--- config.mk ---
export PLATFORM = sky130hd
export DESIGN_NAME = fetch_pc_stage
export DESIGN_NICKNAME = d
export VERILOG_FILES = /design/src/rtl/rv_pkg.sv /design/src/rtl/fetch_pc_gen.sv /design/src/rtl/fetch_pc_stage.sv
export SDC_FILE = /design/constraint.sdc
export NUM_CORES = 1
export LEC_CHECK = 0
export ABC_CLOCK_PERIOD_IN_PS = 2700
export CORE_AREA = 2 2 178 128
export DETAILED_ROUTE_END_ITERATION = 10
export DIE_AREA = 0 0 180 130
export PLACE_DENSITY_LB_ADDON = 0.08
export SYNTH_ARGS = -nofsm -noshare
export SYNTH_HDL_FRONTEND = slang
export SYNTH_SLANG_ARGS = --single-unit
--- constraint.sdc ---
create_clock -name clk -period 2.7 [get_ports clk]
set_clock_uncertainty 0.05 [all_clocks]
set_input_delay 0.54 -clock clk [delete_from_list [all_inputs] [get_ports clk]]
set_output_delay 0.54 -clock clk [all_outputs]
set_load 0.01 [all_outputs]
--- src/rtl/rv_pkg.sv ---
// Shared fetch-side definitions: reset PC default, little-endian NOP, FSM states,
// next-PC select codes and the IF/ID register layout.
package rv_pkg;

    localparam logic [31:0] RESET_PC_DEF = 32'h0000_0000;
    localparam logic [31:0] NOP_LE       = 32'h1300_0000;

    typedef enum logic {
        S_RUN        = 1'b0,
        S_REDIR_PEND = 1'b1
    } fetch_state_e;

    typedef enum logic [2:0] {
        PC_HOLD  = 3'd0,
        PC_INC2  = 3'd1,
        PC_INC4  = 3'd2,
        PC_REDIR = 3'd3,
        PC_PEND  = 3'd4
    } pc_sel_e;

    typedef struct packed {
        logic        valid;
        logic [31:0] pc;
        logic [31:0] pc_next;
        logic [31:0] instr;
        logic        is_rvc;
    } ifid_t;

    // Instruction addresses are halfword aligned; bit0 of any target is dropped.
    function automatic logic [31:0] align_pc(input logic [31:0] pc);
        return {pc[31:1], 1'b0};
    endfunction

endpackage

--- src/rtl/fetch_pc_gen.sv ---
// Combinational next-PC select: sequential +2/+4, live redirect, pending redirect or hold.
module fetch_pc_gen
    import rv_pkg::*;
(
    input  logic [31:0] pc_r,
    input  logic [31:0] redirect_pc,
    input  logic [31:0] redir_pend,
    input  pc_sel_e     sel,
    output logic [31:0] pc_nxt
);

    always_comb begin
        pc_nxt = pc_r;
        case (sel)
            PC_INC2:  pc_nxt = pc_r + 32'd2;
            PC_INC4:  pc_nxt = pc_r + 32'd4;
            PC_REDIR: pc_nxt = align_pc(redirect_pc);
            PC_PEND:  pc_nxt = redir_pend;
            default:  pc_nxt = pc_r;
        endcase
    end

endmodule

--- src/rtl/fetch_pc_stage.sv ---
// Instruction-fetch stage: owns the PC, drives the I-cache halfword address,
// handles cache stalls, decode hazards and EX redirects, and loads IF/ID.
module fetch_pc_stage
    import rv_pkg::*;
#(
    parameter logic [31:0] RESET_PC = RESET_PC_DEF,
    parameter int          CNT_W    = 32
) (
    input  logic             clk,
    input  logic             rst_n,
    input  logic             icache_stall,
    input  logic             icache_pcadd,
    input  logic [31:0]      icache_rdata,
    output logic             icache_read,
    output logic [30:0]      icache_addr,
    input  logic             hazard_stall,
    input  logic             redirect_valid,
    input  logic [31:0]      redirect_pc,
    output logic             ifid_valid,
    output logic [31:0]      ifid_pc,
    output logic [31:0]      ifid_pc_next,
    output logic [31:0]      ifid_instr,
    output logic             ifid_is_rvc,
    output logic [CNT_W-1:0] perf_fetch_cnt,
    output logic [CNT_W-1:0] perf_rvc_cnt
);

    fetch_state_e     state_r, state_nxt;
    logic [31:0]      pc_r, pc_nxt;
    logic [31:0]      redir_pend_r, redir_pend_nxt;
    ifid_t            ifid_r, ifid_nxt;
    pc_sel_e          pc_sel;
    logic             accept;
    logic [CNT_W-1:0] fetch_cnt_r, rvc_cnt_r;

    fetch_pc_gen u_pc_gen (
        .pc_r        (pc_r),
        .redirect_pc (redirect_pc),
        .redir_pend  (redir_pend_r),
        .sel         (pc_sel),
        .pc_nxt      (pc_nxt)
    );

    always_comb begin
        state_nxt      = state_r;
        redir_pend_nxt = redir_pend_r;
        ifid_nxt       = ifid_r;
        pc_sel         = PC_HOLD;
        accept         = 1'b0;
        case (state_r)
            S_RUN: begin
                if (redirect_valid) begin
                    // Redirect beats hazard_stall: EX squashes whatever sits in ID.
                    ifid_nxt.valid = 1'b0;
                    if (icache_stall) begin
                        redir_pend_nxt = align_pc(redirect_pc);
                        state_nxt      = S_REDIR_PEND;
                    end else begin
                        pc_sel         = PC_REDIR;
                        ifid_nxt.instr = NOP_LE;
                    end
                end else if (hazard_stall) begin
                    pc_sel = PC_HOLD;
                end else if (icache_stall) begin
                    ifid_nxt.valid = 1'b0;
                end else begin
                    accept   = 1'b1;
                    pc_sel   = icache_pcadd ? PC_INC4 : PC_INC2;
                    ifid_nxt = '{valid: 1'b1, pc: pc_r, pc_next: pc_nxt,
                                 instr: icache_rdata, is_rvc: ~icache_pcadd};
                end
            end
            S_REDIR_PEND: begin
                // pc_r stays put so the cache sees a stable address until the miss retires.
                if (icache_stall) begin
                    if (redirect_valid)
                        redir_pend_nxt = align_pc(redirect_pc);
                end else begin
                    pc_sel         = redirect_valid ? PC_REDIR : PC_PEND;
                    ifid_nxt.valid = 1'b0;
                    state_nxt      = S_RUN;
                end
            end
            default: state_nxt = S_RUN;
        endcase
    end

    always_ff @(posedge clk or negedge rst_n) begin
        if (!rst_n) begin
            state_r      <= S_RUN;
            pc_r         <= RESET_PC;
            redir_pend_r <= '0;
            ifid_r       <= '{valid: 1'b0, pc: RESET_PC, pc_next: RESET_PC,
                              instr: NOP_LE, is_rvc: 1'b0};
            fetch_cnt_r  <= '0;
            rvc_cnt_r    <= '0;
        end else begin
            state_r      <= state_nxt;
            pc_r         <= pc_nxt;
            redir_pend_r <= redir_pend_nxt;
            ifid_r       <= ifid_nxt;
            if (accept) begin
                fetch_cnt_r <= fetch_cnt_r + CNT_W'(1);
                if (!icache_pcadd)
                    rvc_cnt_r <= rvc_cnt_r + CNT_W'(1);
            end
        end
    end

    assign icache_read    = rst_n;
    assign icache_addr    = pc_r[31:1];
    assign ifid_valid     = ifid_r.valid;
    assign ifid_pc        = ifid_r.pc;
    assign ifid_pc_next   = ifid_r.pc_next;
    assign ifid_instr     = ifid_r.instr;
    assign ifid_is_rvc    = ifid_r.is_rvc;
    assign perf_fetch_cnt = fetch_cnt_r;
    assign perf_rvc_cnt   = rvc_cnt_r;

endmodule

==> summary by stage, run 1 <==
Worst setup path
The number of cells on the worst reg-to-reg path is 5. The worst stage delay on the critical path is approximately 700 ps. Walking the worst path, the cells encountered are nand2_1, or4_1, nor4b_2, o21ai_0, a221o_1.

The largest fanout on the critical path is 8. The number of buffers and inverters on the critical path is 0. The data arrival at the endpoint of the critical path is ~2800 ps. The category of the critical setup timing path is reg -> reg. The slowest cell on the critical path is sky130_fd_sc_hd__or4_1.

STA classifies the critical path startpoint as a register. The critical path depth is 5. The cell family contributing the most delay on the critical path is simple AND/OR/NAND/NOR gates. The required time at the endpoint of the critical path is 3040 ps. STA classifies the critical path endpoint as a register.

Timing
The final hold violation count was 0. The total negative slack is 0 ps. The final count of pins violating max slew is 0.

The worst relative slew slack is 33.5%. The minimum setup slack in the final design is 230 ps. The number of endpoints failing setup at the final stage is 0. The final critical-path share of the clock period is about 90%. The actual slew at the worst max-slew pin is 998 ps. The maximum clock frequency is 405 MHz. The final critical path time including I/O delays and setup is roughly 2500 ps.

Setup repair after global routing left no endpoint under its margin.

Place
The instance area after placement is 13500 um2. The count of input and output buffers is 262. OpenSTA, run right after detailed placement, puts the worst setup slack at -186 ps.

Detailed placement finished with a half-perimeter wire length of between 20000 and 25000 um. The placer congestion estimate is 0.877.

Die
The floorplan step defined a die boundary enclosing between 20000 and 25000 um2. The number of standard-cell rows in the floorplan is 46. The die is 130 um tall. The initial utilization of the core area, before any placement, comes to 47.7%.

The total core area is 21900 um2. In this run the horizontal extent of the chip is between 150 and 200 um. The number of top-level design ports is 264.

Clocking
The number of setup buffers added after CTS is 0. No sink is reached through more buffers than the 3 on the longest clock path. The TritonCTS clock tree is yes. The clock reaches the later pin of the worst-skew pair after 510 ps. The number of clock sinks seen by CTS is 226.

The number of hold buffers added after CTS was 0. The number of H-tree levels is 1. In this run, CTS created clock tree buffers numbering 23. The root buffer cell chosen for the clock tree is sky130_fd_sc_hd__clkbuf_16. Clock-pin slew was measured on the worst setup and hold paths at around 60 ps. Gates resized during post-CTS repair numbered 0.

Route
In the final routed layout, each cell accounts on average for 19.1 um. The via count is 8440. In the routed layout, each cell is associated on average with a via count of ~5.4. The routed wire length is between 20000 and 30000 um. Once detail routing completed, the nets flagged for antenna violations numbered 0. The count of unresolved DRC violations after routing is 0.

The starting DRC count in detailed routing is approximately 750. The first TritonRoute pass finished after 6 iterations.

Finish
After filler insertion, the fill cell instance count of the layout stands at 1834. For this run, the post-layout net count is ~1300. The final instance area is 14300 um2. The final core utilization is 65.1%.

The post-route netlist has 12.8% of its cells at a drive strength greater than 1. The area growth from synthesis to final layout is 36.5%.

GRT
For this run the aggregate overflow at the end of global routing stands at 0. The number of global-route vias before repair is 8010. For this run, the total global-route usage over all layers was measured as 24.6%. Entering global routing, the biggest net connects 152 pins. The initial antenna violation count is 3. The global-route wire length before repair is 45800 um.

Logic synthesis
In this run, synthesis inferred 0 flip-flops with an integrated enable. The share of the synthesized area in the top cell type is between 50% and 60%. The average cell area after synthesis is 10.6 um2. By area the synthesized netlist is led by sky130_fd_sc_hd__dfrtp_1, sky130_fd_sc_hd__nand2_1, sky130_fd_sc_hd__xnor2_1.

The number of distinct standard cells referenced by the synthesized netlist is 61. The total standard cell area after synthesis is 10500 um2. The share of synthesized area occupied by flip-flops and latches is 54.1%. The Yosys step of the flow raised 0 warnings. The number of synthesized register bits is around 230. Synthesis produced 987 cells. The number of nets handed over by synthesis was 1061. The largest total area in the synthesized netlist belongs to sky130_fd_sc_hd__dfrtp_1. For this run, the leading register cell type out of synthesis is sky130_fd_sc_hd__dfrtp_1.

The fraction of synthesis flops using an asynchronous set or reset pin is 100%.

Pwr
The largest vdd supply drop is 0.419 mV. After layout, the design draws a total of approximately 9.6 mW. Dividing total power by cell area gives a power density of 672 nW/um2. The static power due to leakage is 6.25 nW.

Hold path
The worst hold path belongs to the class in -> async.

Job
The reported max-cap violation count is 0.

Outcome
The flow ran to the end, and the final reports show no timing, DRC or antenna violations.
stage by stage:
step / std cells / hold slack [ps]
floorplan: 987 / 194
global placement: 1507 / 407
detailed placement: 1507 / 408
CTS: 1548 / 143
global route: 1548 / 167
finish: 1550 / 79.6
power breakdown:
group	switching (mW)	total (mW)	internal, mW
Sequential	0.381	4.24	3.86
Combinational	1.00	2.21	1.20
Clock	1.33	3.14	1.81
Total	2.71	9.59	6.88
path summary, 6_finish.rpt:
path                                      endpoint  slack [ps]               start
worst max-delay path                      pc_r[18]         230             pc_r[7]
worst min-delay path              perf_rvc_cnt[15]          80               rst_n
worst max register to register            pc_r[18]         230             pc_r[7]
worst min register to register  perf_fetch_cnt[31]         420  perf_fetch_cnt[31]
max in group asynchronous         ifid_pc_next[16]        1720               rst_n
min in group clk                perf_fetch_cnt[31]         420  perf_fetch_cnt[31]
cells in the mapped netlist (9+ instances only):
cell,n
sky130_fd_sc_hd__a21oi_1,9
sky130_fd_sc_hd__a222oi_1,9
sky130_fd_sc_hd__a22o_1,32
sky130_fd_sc_hd__a22oi_1,15
sky130_fd_sc_hd__and2_1,11
sky130_fd_sc_hd__and3_1,26
sky130_fd_sc_hd__and4_1,12
sky130_fd_sc_hd__buf_4,33
sky130_fd_sc_hd__clkbuf_1,55
sky130_fd_sc_hd__dfrtp_1,223
sky130_fd_sc_hd__mux2_2,34
sky130_fd_sc_hd__nand2_1,169
sky130_fd_sc_hd__nand3_1,36
sky130_fd_sc_hd__nand4_1,25
sky130_fd_sc_hd__nor2_1,29
sky130_fd_sc_hd__nor3_1,11
sky130_fd_sc_hd__o21ai_0,51
sky130_fd_sc_hd__xnor2_1,63
sky130_fd_sc_hd__xor2_1,19
routing by layer:
layer / vias to the layer above / GRT usage, % / part of all wire [%]
li1: 3989 / - / -
met1: 4106 / 37.5 / 48
met2: 302 / 36.1 / 43
met3: 41 / 5.25 / 7.4
met4: 2 / 5.60 / 1.9
met5: - / 0 / 0.027
flip-flops by register name, indices dropped and copies added, names as in the netlist, 31 cells and up:
signal          cells
pc_r               32
ifid_pc_next       32
ifid_instr         32
perf_fetch_cnt     32
redir_pend_r       31
perf_rvc_cnt       32
ifid_pc            32
cell usage in the layout (no fill, tap or decap), types with 25 or more instances in the layout:
master / Yosys / routed
sky130_fd_sc_hd__and3_1: 26 / 26
sky130_fd_sc_hd__nand2_1: 169 / 169
sky130_fd_sc_hd__mux2_2: 34 / 34
sky130_fd_sc_hd__a22o_1: 32 / 32
sky130_fd_sc_hd__nor2_1: 29 / 29
sky130_fd_sc_hd__xnor2_1: 63 / 63
sky130_fd_sc_hd__clkdlybuf4s50_1: 0 / 261
sky130_fd_sc_hd__dfrtp_1: 223 / 223
sky130_fd_sc_hd__o21ai_0: 51 / 50
sky130_fd_sc_hd__buf_4: 33 / 65
sky130_fd_sc_hd__nand3_1: 36 / 36
sky130_fd_sc_hd__nand4_1: 25 / 25
worst reg2reg max path: stages (launching register included):
cell	delay, ps
sky130_fd_sc_hd__dfrtp_1	550
sky130_fd_sc_hd__nand2_1	180
sky130_fd_sc_hd__or4_1	700
sky130_fd_sc_hd__nor4b_2	420
sky130_fd_sc_hd__o21ai_0	140
sky130_fd_sc_hd__a221o_1	320
kinds of logic after synthesis:
logic type | share of synthesized area (%)
AOI/OAI and AO/OA | 11.6
xor gates and xnor gates | 6.87
adders and majority gates | 0.479
buffers and inverters | 5.31
DFF | 54.1
muxes | 4.24
and+or+nand+nor | 17.4
area by class of cell:
cell class	instances	area, um2	area share, %
Tap cell	288	360	2.53
Clock inverter	5	28.8	0.202
Timing Repair Buffer	332	3220	22.5
Clock buffer	36	714	5.01
Inverter	7	26.3	0.184
Multi-Input combinational cell	654	4260	29.8
Antenna cell	2	5.00	0.0351
Sequential cell	226	5660	39.7
Note: power is estimated with default switching activity, not from simulation.
==> run 2, diff against run 1 <==
ABC_AREA = 1   (was not set)
ABC_CLOCK_PERIOD_IN_PS = 2400   (was 2700)
CORE_AREA = 2 2 192 137   (was 2 2 178 128)
DIE_AREA = 0 0 194 139   (was 0 0 180 130)
clock period = 2.4 ns   (was 2.7 ns; I/O delays follow)
==> summary by stage, run 2 <==
Finish
The final core utilization is 63.3% (was 65.1%). The most common cell after layout, fill and taps aside is sky130_fd_sc_hd__nand2_1 (was sky130_fd_sc_hd__clkdlybuf4s50_1). The layout filler cell count is 2291 (was 1834).

The number of antenna diodes was 0 (was 2). Most used cells in the layout excluding fill and tap cells: sky130_fd_sc_hd__nand2_1, sky130_fd_sc_hd__clkdlybuf4s50_1, sky130_fd_sc_hd__dfrtp_1 (was sky130_fd_sc_hd__clkdlybuf4s50_1, sky130_fd_sc_hd__dfrtp_1, sky130_fd_sc_hd__nand2_1). The area growth from synthesis to final layout is 31.2% (was 36.5%). The share of cells above drive strength 1 was 5.84% (was 12.8%). The number of nets in the layout is 1992 (was 1318). The final instance area came to 16000 um2 (was 14300 um2). The final standard cell count with taps included and fillers excluded was 2267 (was 1550). The area of the multi-input gates is 5470 um2 (was 4260 um2).

The area occupied by registers is 5660 um2 (about the same).

Logic synthesis
The fraction of synthesis flops using an asynchronous set or reset pin is 100% (unchanged). The XOR/XNOR share of the synthesized area came to 2.59% (was 6.87%). The average cell area after synthesis came to 7.26 um2 (was 10.6 um2). The number of distinct standard cells referenced by the synthesized netlist was 32 (was 61). The multiplexer share of the synthesized area came to 0.277% (was 4.24%).

The gate count after technology mapping is 1677 (was 987). The yosys synthesis warning count came to 0 (unchanged). The number of nets produced by synthesis was 1751 (was 1061). The combinational family with the most area after synthesis was simple AND/OR/NAND/NOR gates (unchanged). The synthesized-area fraction occupied by ao, oa, aoi and oai cells was 7.26% (was 11.6%). The total standard cell area after synthesis is 12200 um2 (was 10500 um2). Synth top cells by count: sky130_fd_sc_hd__nand2_1, sky130_fd_sc_hd__dfrtp_1, sky130_fd_sc_hd__nand3_1, sky130_fd_sc_hd__inv_1, sky130_fd_sc_hd__o21ai_0 (was sky130_fd_sc_hd__dfrtp_1, sky130_fd_sc_hd__nand2_1, sky130_fd_sc_hd__xnor2_1, sky130_fd_sc_hd__clkbuf_1, sky130_fd_sc_hd__o21ai_0). The most repeated cell in the gate-level netlist after synthesis is sky130_fd_sc_hd__nand2_1 (was sky130_fd_sc_hd__dfrtp_1). The number of synthesized register bits came to 226 (unchanged). The adder-cell share of the synthesized area was 0.411% (was 0.479%). The library cell with the largest summed area after synthesis is sky130_fd_sc_hd__dfrtp_1 (unchanged). The share of the synthesized area in the top cell type is 45.8% (was 53.4%).

The simple logic cell fraction of the synthesized area is 34.3% (was 17.4%). The most common flop cell mapped by yosys is sky130_fd_sc_hd__dfrtp_1 (unchanged). Cell types with the largest area share after synthesis: sky130_fd_sc_hd__dfrtp_1, sky130_fd_sc_hd__nand2_1, sky130_fd_sc_hd__nand3_1 (was sky130_fd_sc_hd__dfrtp_1, sky130_fd_sc_hd__nand2_1, sky130_fd_sc_hd__xnor2_1). The count of flip-flops with a built-in enable after synthesis is 0 (unchanged). The share of synthesized area occupied by flip-flops and latches is 46.5% (was 54.1%).

Pwr
The static power due to leakage is 7.22 nW (was 6.25 nW). The switching power total is 3.85 mW (was 2.71 mW). The share of power burned in combinational logic is 25.4% (was 23.0%).

The share of total power in the clock network is 32.6% (was 32.7%). The switching share of power is 31.7% (was 28.3%). The power share of the sequential group was 42.0% (was 44.3%).

The total power per unit cell area is 760 nW/um2 (was 672 nW/um2). The cell internal power dissipation was 8.30 mW (was 6.88 mW). The total chip power is 12.1 mW (was 9.59 mW). The largest vdd supply drop is 0.613 mV (was 0.419 mV).

Route
The starting DRC count in detailed routing came to 962 (was 745). The detailed-route wire length per cell is 16.5 um (was 19.1 um). The routed wire length was 37400 um (was 29700 um). The detailed-route vias per instance is 5.21 (was 5.45). The length of the first detailed-routing pass in iterations is 7 (was 6). The via count is 11800 (was 8440). The count of unresolved DRC violations after routing is 0 (unchanged).

The number of nets with antenna violations after routing is 0 (unchanged).

Timing
The final hold violation count came to 0 (unchanged). The actual slew at the worst max-slew pin came to 983 ps (was 998 ps). The minimum setup slack in the final design came to 112 ps (was 230 ps). The number of endpoints failing setup at the final stage was 0 (unchanged). The final count of pins violating max slew came to 0 (unchanged). The final critical-path share of the clock period is 95.3%. The total negative slack is 0 ps (unchanged). The worst relative slew slack was 34.5% (was 33.5%). The maximum clock frequency is 437 MHz. The post-route worst hold slack is 19.9 ps (was 79.6 ps). RSZ-0062 raised after global routing: no (unchanged).

The worst path in the final design needs a cycle of around 2300 ps, including I/O delays and setup.

GRT
The global route total overflow came to 0 (unchanged). The initial antenna violation count is 0 (was 3). The pin count of the biggest net entering global routing was 181 (was 152). The number of global-route vias before repair is 10900 (was 8010).

The combined global-route utilization of all metal layers came to 27.3% (was 24.6%). The global-route wire length before repair is 59400 um (was 45800 um).

Clocking
The total setup buffers inserted after CTS is 0 (unchanged). The clock-pin slew on the worst setup and hold paths is 60 ps (about the same). The library cell used as clock root buffer is sky130_fd_sc_hd__clkbuf_16 (unchanged). The maximum number of buffers from clock root to sink came to 3 (unchanged). The clock latency reported for the late side of the worst-skew pair is 530 ps (was 510 ps).

The number of H-tree levels is 1 (unchanged). The number of clock sinks seen by CTS is 226 (unchanged). The number of buffers created by CTS is 24 (was 23). The TritonCTS clock tree is yes (unchanged).

Place
The placed wire-length estimate is 27600 um (was 20900 um). The number of cells in the design after placement was 2223 (was 1507). The count of input and output buffers is 262 (unchanged).

The placer congestion estimate was 0.942 (was 0.877). The instance area after placement is 15100 um2 (was 13500 um2). The worst slack at placement is 22.3 ps (was -186 ps).

Worst setup path
The category of the critical setup timing path is reg -> out (was reg -> reg). The largest fanout on the critical path was 9 (was 8). The critical path depth was 1 (was 5). The endpoint of the worst setup timing path is icache_addr[3] (was pc_r[18]). The number of cells traversed by the worst register-to-register path is 10 (was 5). The required time at the endpoint of the critical path is 1870 ps (was 3040 ps).

The reg-to-reg critical path endpoint is pc_r[8] (was pc_r[18]). The worst stage delay on the critical path is 630 ps (was 700 ps). The launching element type of the critical path is a register (unchanged).

The slowest cell on the critical path is sky130_fd_sc_hd__clkdlybuf4s50_1 (was sky130_fd_sc_hd__or4_1). The count of buffering cells on the critical path with inverters included is 1 (was 0). The launching point of the worst reg2reg path is pc_r[2] (was pc_r[7]). The data arrival at the endpoint of the critical path is 1760 ps (was 2810 ps). Cell-by-cell trace of the critical path: clkdlybuf4s50_1 (was nand2_1, or4_1, nor4b_2, o21ai_0, a221o_1). The category of cells accounting for the largest share of critical-path delay is buffers and inverters (was simple AND/OR/NAND/NOR gates). The critical path capture point type was an output pin (was register). The reg-to-reg setup timing slack was 210 ps (was 230 ps). The launch point of the critical path is pc_r[4] (was pc_r[7]).

Outcome
Result of the run: completed (unchanged).

Die
The number of standard-cell rows in the floorplan was 49 (was 46). The y dimension of the die is 139 um (was 130 um). The number of top-level design ports came to 264 (unchanged). The area of the die is 27000 um2 (was 23400 um2).

The starting density of the core came to 48.2% (was 47.7%). The total core area is 25300 um2 (was 21900 um2). The die width came to 194 um (was 180 um).

Job
The reported max-cap violation count was 0 (unchanged).

Hold path
The type of the tightest min-delay check is in -> async (unchanged).
-- run 2: cell count changes after synthesis, sizes merged, moves of 56 or more --
| cell | change |
|---|---|
| inv | +150 |
| o21ai | +100 |
| xnor2 | -56 |
| nor2 | +119 |
| nand3 | +114 |
| nand2 | +447 |
-- run 2: what timing repair did --
action                                  4_1_cts  5_1_grt
hold buffers                                  0        0
endpoints found under the hold margin         0        0
endpoints found under the setup margin        0       11
gates resized for setup                       0        2
-- run 2: power by group through the flow --
stage / Combinational, mW / Clock (mW) / Sequential (mW)
floorplan: 1.23 / 0 / 5.18
global placement: 3.03 / 0 / 5.13
detailed placement: 3.08 / 0 / 5.14
CTS: 3.10 / 4.01 / 5.09
global route: 3.37 / 4.18 / 5.19
finish: 3.09 / 3.96 / 5.10
-- run 2: cells by family after synthesis --
family                   after synthesis
flip-flops                           226
buffers and inverters                242
multiplexers                           3
adder cells (fa/ha/maj)                4
AND/OR/NAND/NOR                      994
XOR/XNOR                              36
AO/OA/AOI/OAI                        172
-- run 2: layout make-up --
cell class	count	share of cell area, %
clock buffers	31	4.31
well taps	331	2.59
repair buffers	300	18.9
flip-flops and latches	226	35.4
clock inverters	13	0.924
multi-input cells	1209	34.2
inverters	157	3.69
-- run 2: worst min-delay path by stage --
stage	slack, ps	cells after the start	end	startpoint
finish	20	2	perf_fetch_cnt[16]	rst_n
floorplan	130	0	ifid_instr[0]	rst_n
detailed placement	420	2	ifid_pc_next[6]	ifid_pc_next[6]
global placement	400	2	pc_r[0]	pc_r[0]
global route	70	2	perf_fetch_cnt[16]	rst_n
CTS	40	2	perf_fetch_cnt[20]	rst_n
-- run 2: per-layer routing --
layer  track usage, %  share of wire [%]  vias to the layer above  wire length [um]
met4             5.02                1.7                        0               636
li1                 -                  -                     5804                 -
met3             5.35                7.8                       38              2930
met2             40.5                 42                      448             15900
met5                0                  0                        -                 0
met1             41.8                 48                     5519             18000
